File: src/rtl/sn_stream_gen.sv
// Binary-to-stochastic stream generator: N channels, each B-bit value becomes a 2^B-cycle unipolar
// bitstream built by weighted-binary MUX selection, with optional repeat and odd-channel decorrelation.
module sn_stream_gen #(
    parameter int N = 4,
    parameter int B = 4
) (
    input  logic           i_clk_sng,
    input  logic           i_rst_sng,
    input  logic [N*B-1:0] i_x,
    input  logic           i_start,
    input  logic           i_stop,
    input  logic           i_repeat,
    input  logic           i_decor,
    output logic [N-1:0]   o_sn_bit,
    output logic           o_valid,
    output logic [B-1:0]   o_idx,
    output logic           o_done,
    output logic           o_busy
);

    typedef enum logic {IDLE, GEN} state_t;

    localparam logic [B-1:0] K_LAST = '1;

    state_t         state_q, state_d;
    logic [B-1:0]   k_q, k_d;
    logic [N*B-1:0] x_q, x_d;
    logic           repeat_q, repeat_d;
    logic           decor_q, decor_d;

    function automatic logic [B-1:0] bit_reverse(input logic [B-1:0] v);
        logic [B-1:0] r;
        for (int i = 0; i < B; i++) r[i] = v[B-1-i];
        return r;
    endfunction

    // Trailing-ones count t of j picks value bit B-1-t; the all-ones slot emits 0.
    function automatic logic stream_bit(input logic [B-1:0] xv, input logic [B-1:0] j);
        logic found;
        logic b;
        found = 1'b0;
        b     = 1'b0;
        for (int i = 0; i < B; i++) begin
            if (!found && !j[i]) begin
                found = 1'b1;
                b     = xv[B-1-i];
            end
        end
        return b;
    endfunction

    // NOTE: state registers use non-blocking assignments so every flop samples pre-edge values.
    always_ff @(posedge i_clk_sng) begin
        if (i_rst_sng) begin
            state_q  <= IDLE;
            k_q      <= '0;
            x_q      <= '0;
            repeat_q <= 1'b0;
            decor_q  <= 1'b0;
        end else begin
            state_q  <= state_d;
            k_q      <= k_d;
            x_q      <= x_d;
            repeat_q <= repeat_d;
            decor_q  <= decor_d;
        end
    end

    // NOTE: every next-state signal gets a default first, so no path can infer a latch.
    always_comb begin
        state_d  = state_q;
        k_d      = k_q;
        x_d      = x_q;
        repeat_d = repeat_q;
        decor_d  = decor_q;
        case (state_q)
            IDLE: begin
                if (i_start) begin
                    state_d  = GEN;
                    k_d      = '0;
                    x_d      = i_x;
                    repeat_d = i_repeat;
                    decor_d  = i_decor;
                end
            end
            GEN: begin
                if (i_stop) begin
                    state_d = IDLE;
                    k_d     = '0;
                end else if (k_q == K_LAST) begin
                    k_d = '0;
                    if (repeat_q) x_d = i_x;
                    else          state_d = IDLE;
                end else begin
                    k_d = k_q + 1'b1;
                end
            end
            default: begin
                state_d = IDLE;
                k_d     = '0;
            end
        endcase
    end

    assign o_valid = (state_q == GEN);
    assign o_busy  = o_valid;
    assign o_idx   = k_q;
    assign o_done  = o_valid && (k_q == K_LAST);

    for (genvar c = 0; c < N; c++) begin : g_ch
        logic [B-1:0] j;
        if (c % 2 == 1) begin : g_odd
            assign j = decor_q ? bit_reverse(k_q) : k_q;
        end else begin : g_even
            assign j = k_q;
        end
        assign o_sn_bit[c] = o_valid ? stream_bit(x_q[c*B +: B], j) : 1'b0;
    end

endmodule

File: config.mk
export PLATFORM = sky130hd
export DESIGN_NAME = sn_stream_gen
export DESIGN_NICKNAME = d
export VERILOG_FILES = /design/src/rtl/sn_stream_gen.sv
export SDC_FILE = /design/constraint.sdc
export NUM_CORES = 1
export LEC_CHECK = 0
export CAP_MARGIN = 20
export CORE_ASPECT_RATIO = 1.75
export CORE_MARGIN = 2
export CORE_UTILIZATION = 30
export CTS_CLUSTER_DIAMETER = 120
export DETAILED_ROUTE_END_ITERATION = 16
export HOLD_SLACK_MARGIN = 0.1
export PLACE_DENSITY = 0.55
export SLEW_MARGIN = 0
export SYNTH_ARGS = -nofsm -noshare
export SYNTH_HDL_FRONTEND = slang
export SYNTH_SLANG_ARGS = --single-unit
File: constraint.sdc
create_clock -name i_clk_sng -period 3.2 [get_ports i_clk_sng]
set_input_delay 0.64 -clock i_clk_sng [delete_from_list [all_inputs] [get_ports i_clk_sng]]
set_output_delay 0.64 -clock i_clk_sng [all_outputs]
set_load 0.01 [all_outputs]
# After elaboration in Yosys (flattened, before gate mapping)
# Cells that the tools add are included.
[word_totals] register_bits=23 word_cells=72
[op_classes] n_addsub=1 n_eq_ne=5 mux=41 bitwise=1 n_reduce_logical=19
[op_table] op="$mux 16" n=4
[op_table] op="$pmux 16 s2" n=1
[op_table] op="$mux 1" n=30
[op_table] op="$mux 4" n=4
[op_table] op="$logic_not 1->1" n=10
[op_table] op="$pmux 4 s2" n=1
[op_table] op="$logic_and 1x1->1" n=7
[op_table] op="$add 4x1->4 const B" n=1
[op_table] op="$eq 4x4->1 const B" n=1
[op_table] op="$ne 2x1->1 const B" n=2
[op_table] op="$ne 2x2->1 const B" n=2
[op_table] op="$reduce_and 4->1" n=1
[op_table] op="$pmux 1 s2" n=1
[op_table] op="$reduce_and 2->1" n=1
[op_table] op="$not 1->1" n=1

# Longest topological paths before layout
[logic_depth] ltp_word=11 depth_mapped=7 ltp_nobuf=6

# Least setup slack after synthesis
# No wires, ideal clock.
[synth_timing] path_type="reg-to-output" start="register k_q[0], in the netlist o_idx[0]" end="output port o_sn_bit[1]" arrival_ps=1394 required_ps=2560 slack_ps=1166 path_stages_with_launch=6 n_path_buf=1 cell_sequence="dfxtp_1 clkbuf_1 nand2b_1 mux2_2 o22a_1 a31oi_1"
[synth_between] elab_chain_cells=10 elab_cells_between_ends=15 cone_classes="mux: 9; reduce/logical: 6"
[synth_lines] element="start, declared" line="26" source="logic [B-1:0] k_q, k_d;"
[synth_lines] element="start signal, assigned" line="62" source="k_q <= k_d;"
[synth_lines] element="$mux 4 *" line="113" source="assign j = decor_q ? bit_reverse(k_q) : k_q;"
[synth_lines] element="$mux 1 / $logic_and 1x1->1 (equally long branches)" line="44" source="if (!found && !j[i]) begin"
[synth_lines] element="$mux 1" line="44"
[synth_lines] element="$logic_not 1->1" line="44"
[synth_lines] element="$logic_and 1x1->1" line="44"
[synth_lines] element="$mux 1" line="44"
[synth_lines] element="$logic_not 1->1" line="44"
[synth_lines] element="$logic_and 1x1->1" line="44"
[synth_lines] element="$mux 1 *" line="44"
[synth_lines] element="$mux 1 *" line="117" source="assign o_sn_bit[c] = o_valid ? stream_bit(x_q[c*B +: B], j) : 1'b0;"
[synth_lines] element="end, declared" line="14" source="output logic [N-1:0] o_sn_bit,"
# Every way passes the cells marked *; elsewhere a longest branch is shown, timed or not.

# Final worst setup path
[layout_timing] start="register k_q[1], in the netlist o_idx[1]" end="output port o_sn_bit[0]"
[layout_between] elab_chain_cells=10 elab_cells_between_ends=12 cone_classes="mux: 6; reduce/logical: 6"
[layout_lines] element="$logic_not 1->1 *" line="44"
[layout_lines] element="$logic_and 1x1->1 *" line="44"
[layout_lines] element="$mux 1" line="44"
[layout_lines] element="$logic_not 1->1" line="44"
[layout_lines] element="$logic_and 1x1->1" line="44"
[layout_lines] element="$mux 1" line="44"
[layout_lines] element="$logic_not 1->1" line="44"
[layout_lines] element="$logic_and 1x1->1" line="44"
[layout_lines] element="$mux 1 *" line="44"
[layout_lines] element="$mux 1 *" line="117"
# Marks and branches as above.

==> summary.md <==
| Metric | Value |
|---|---|
| Status | completed |
| CTS buffer count | 3 |
| Reg2reg start | o_idx[1] |
| Fin Setup TNS | 0 ns |
| Peak supply drop | 0.251 mV |
| CP Launch Type | register |
| Clk sink count | 23 |
| Post-CTS Setup Bufs | 0 |
| Mapped Nets | 166 |
| P per Cell Area | 372 nW/µm² |
| Register area share after synthesis | 0.376 |
| IO buf count | 32 |
| N_diodes | 0 |
| Initial antenna violation count | 0 |
| Share of post-route cells with drive strength above 1 | 0.0357 |
| Top cell type's share of synthesized area | 0.376 |
| Max Clk Rate | 335 MHz |
| Slew Limit Fails | 0 |
| Pleak | 0.570 nW |
| Final-report hold violation count | 0 |
| Grt met3 use | 0.0186 |
| Vias in the first global route | 1077 |
| Count leader, synth | nor2_1 |
| Mapped Area | 1220 µm² |
| Post-DRT Antenna Nets | 0 |
| Vias/cell | 4.89 |
| Routed WL | 2860 µm |
| Drt first pass iters | 4 |
| Post-synth cell types | 32 |
| Hold Crit Class | reg2reg |
| Routed via count | 1057 |
| Sw frac | 0.247 |
| Met2 Use GR | 0.249 |
| Initial Util | 0.314 |
| Cell accounting for the most synthesized area | dfxtp_1 |
| Die ar. | 4630 µm² |
| # resized after CTS | 0 |
| Clk pwr share | 0.307 |
| WL per Instance | 13.2 µm |
| Clock Pin Slew Worst Setup and Hold Paths | 0.08 ns |
| FF-to-FF setup slack | 1.08 ns |
| Die height | 88.5 µm |
| RSZ-0062 raised after global routing | no |
| Worst setup path endpoint | o_sn_bit[0] |
| Clk Latency, worst-skew pair | 0.27 ns |
| Post-detail-place hpwl | 2080 µm |
| Least-Margin Pin Slew | 0.849 ns |
| Largest net degree at the start of global routing | 24 |
| Crit path from | o_idx[1] |
| Grt met1 use | 0.149 |
| Crit share post-route | 0.932 |
| Slew HR | 0.432 |
| Global Route Usage Sum | 0.136 |
| Initial DRC count | 14 |
| # IOs | 33 |
| Post-synth top cells | 24 x nor2_1, 23 x dfxtp_1, 18 x mux2i_1, 8 x inv_1 |
| Grt ovf | 0 |
| Clock Tree Root | clkbuf_8 |
| Layout Nets | 194 |
| First-pass GRT wire length | 4740 µm |
| Ys Warns | 0 |
| Site row count | 30 |
| Max Cap Violations | 0 |
| Worst R2R Path Depth | 5 |
| Placed Area | 1550 µm² |
| CTS tree | done |
| Mapped Cells | 141 |
| CTS Hold Bufs | 0 |
| Final Critical Period | 2.98 ns |
| Reg-to-Reg End | x_q[10] |
| FFs w/ async S/R, synth | 0 |
| DRC | 0 |
| Max Root-Sink Buffers | 2 |
| Switching power | 0.146 mW |
| Mean Syn Cell Area | 8.69 µm² |
| Logic pwr share | 0.160 |
| Number of synthesized flops with an enable pin | 0 |
| Top cells by area, synth | dfxtp_1 38%, mux2i_1 15%, nor2_1 7.4% |
| Final Instance Area | 1590 µm² |
| CP arrival | 2.34 ns |
| H-tree Lvls | 1 |
| Critical path fanouts, max | 11 |
| Core ar. | 3900 µm² |
| Area grow syn2layout | 30.0% |
| Crit path capture type | output port |
| GRT busiest layer | met2 |
| Seq pwr share | 0.533 |
| Int Pwr | 0.447 mW |
| Seq cells post-synth | 23 |
| Fill count | 410 |
| Setup-failing EPs final | 0 |
| Worst clock skew | 0.00122 ns |
| Top_reg_cell synth | dfxtp_1 |
| DIE WIDTH | 52.3 µm |
| Required @ worst endpoint | 2.56 ns |
| Worst Setup Path Type | reg2out |
| Final hold slack | 0.479 ns |
| Routability congestion estimate | 0.769 |
kinds of logic (layout without fill, tap and decap cells):
logic type | Yosys count | count (layout) | synth area share
AND/OR/NAND/NOR | 52 | 52 | 0.210
XOR/XNOR | 1 | 1 | 0.00715
buffers and inverters | 17 | 44 | 0.0715
multiplexers | 19 | 19 | 0.156
flip-flops | 23 | 23 | 0.376
adder cells (fa/ha/maj) | 3 | 3 | 0.0306
AO/OA/AOI/OAI | 26 | 26 | 0.148
stage by stage:
stage	worst slack, ns	power (mW)	instances	utilization
global route	0.00398	0.626	216	0.408
detailed placement	0.511	0.419	212	0.396
floorplan	1.17	0.377	141	-
CTS	0.180	0.608	216	0.408
global placement	0.498	0.417	212	0.396
finish	0.219	0.593	216	0.408
layout make-up:
type	count	area, µm²	area share
Timing Repair Buffer	32	320	0.201
Multi-Input combinational cell	101	677	0.425
Tap cell	48	60.1	0.0377
Clock buffer	4	45.0	0.0283
Inverter	8	30.0	0.0189
Sequential cell	23	460	0.289
critical path, cell delays in order (launching register included):
cell,delay [ns]
dfxtp_1,0.60
inv_1,0.18
ha_1,0.26
o311ai_0,0.28
a32oi_1,0.08
nor2_1,0.12
clkdlybuf4s50_1,0.55
how the worst min path moves through the flow:
stage / startpoint / endpoint / slack (ns) / depth (start not counted)
floorplan: repeat_q / repeat_q / 0.43 / 2
global placement: repeat_q / repeat_q / 0.45 / 2
detailed placement: repeat_q / repeat_q / 0.46 / 2
CTS: repeat_q / repeat_q / 0.48 / 2
global route: repeat_q / repeat_q / 0.51 / 2
finish: repeat_q / repeat_q / 0.48 / 2
layout by cell type, fill, tap and decap left out, types with 4 or more instances in the layout:
cell type / count
a21oi_1: 4
clkdlybuf4s50_1: 32
dfxtp_1: 23
inv_1: 8
mux2i_1: 18
nand2_1: 7
nand2b_1: 6
nor2_1: 24
nor3b_1: 4
o21ai_0: 7
registers in the layout, indices dropped and copies added, names as in the netlist:
signal and cells:
decor_q 1, o_busy 1, o_idx 4, repeat_q 1
x_q 16
power groups by stage:
stage                     combinational, mW  clock, mW  sequential, mW
final                                0.0946      0.182           0.316
after global routing                  0.106      0.202           0.319
after CTS                            0.0965      0.195           0.316
after detailed placement             0.0959          0           0.323
after global placement               0.0944          0           0.323
after floorplan                      0.0597          0           0.317
metal layers:
metal	wire, µm	share of wire	vias to the layer above
met3	111	0.039	5
met1	1140	0.40	489
met2	1550	0.54	21
met4	61	0.021	0
li1	-	-	542
met5	0	0	-
Note: power is estimated with default switching activity, not from simulation.
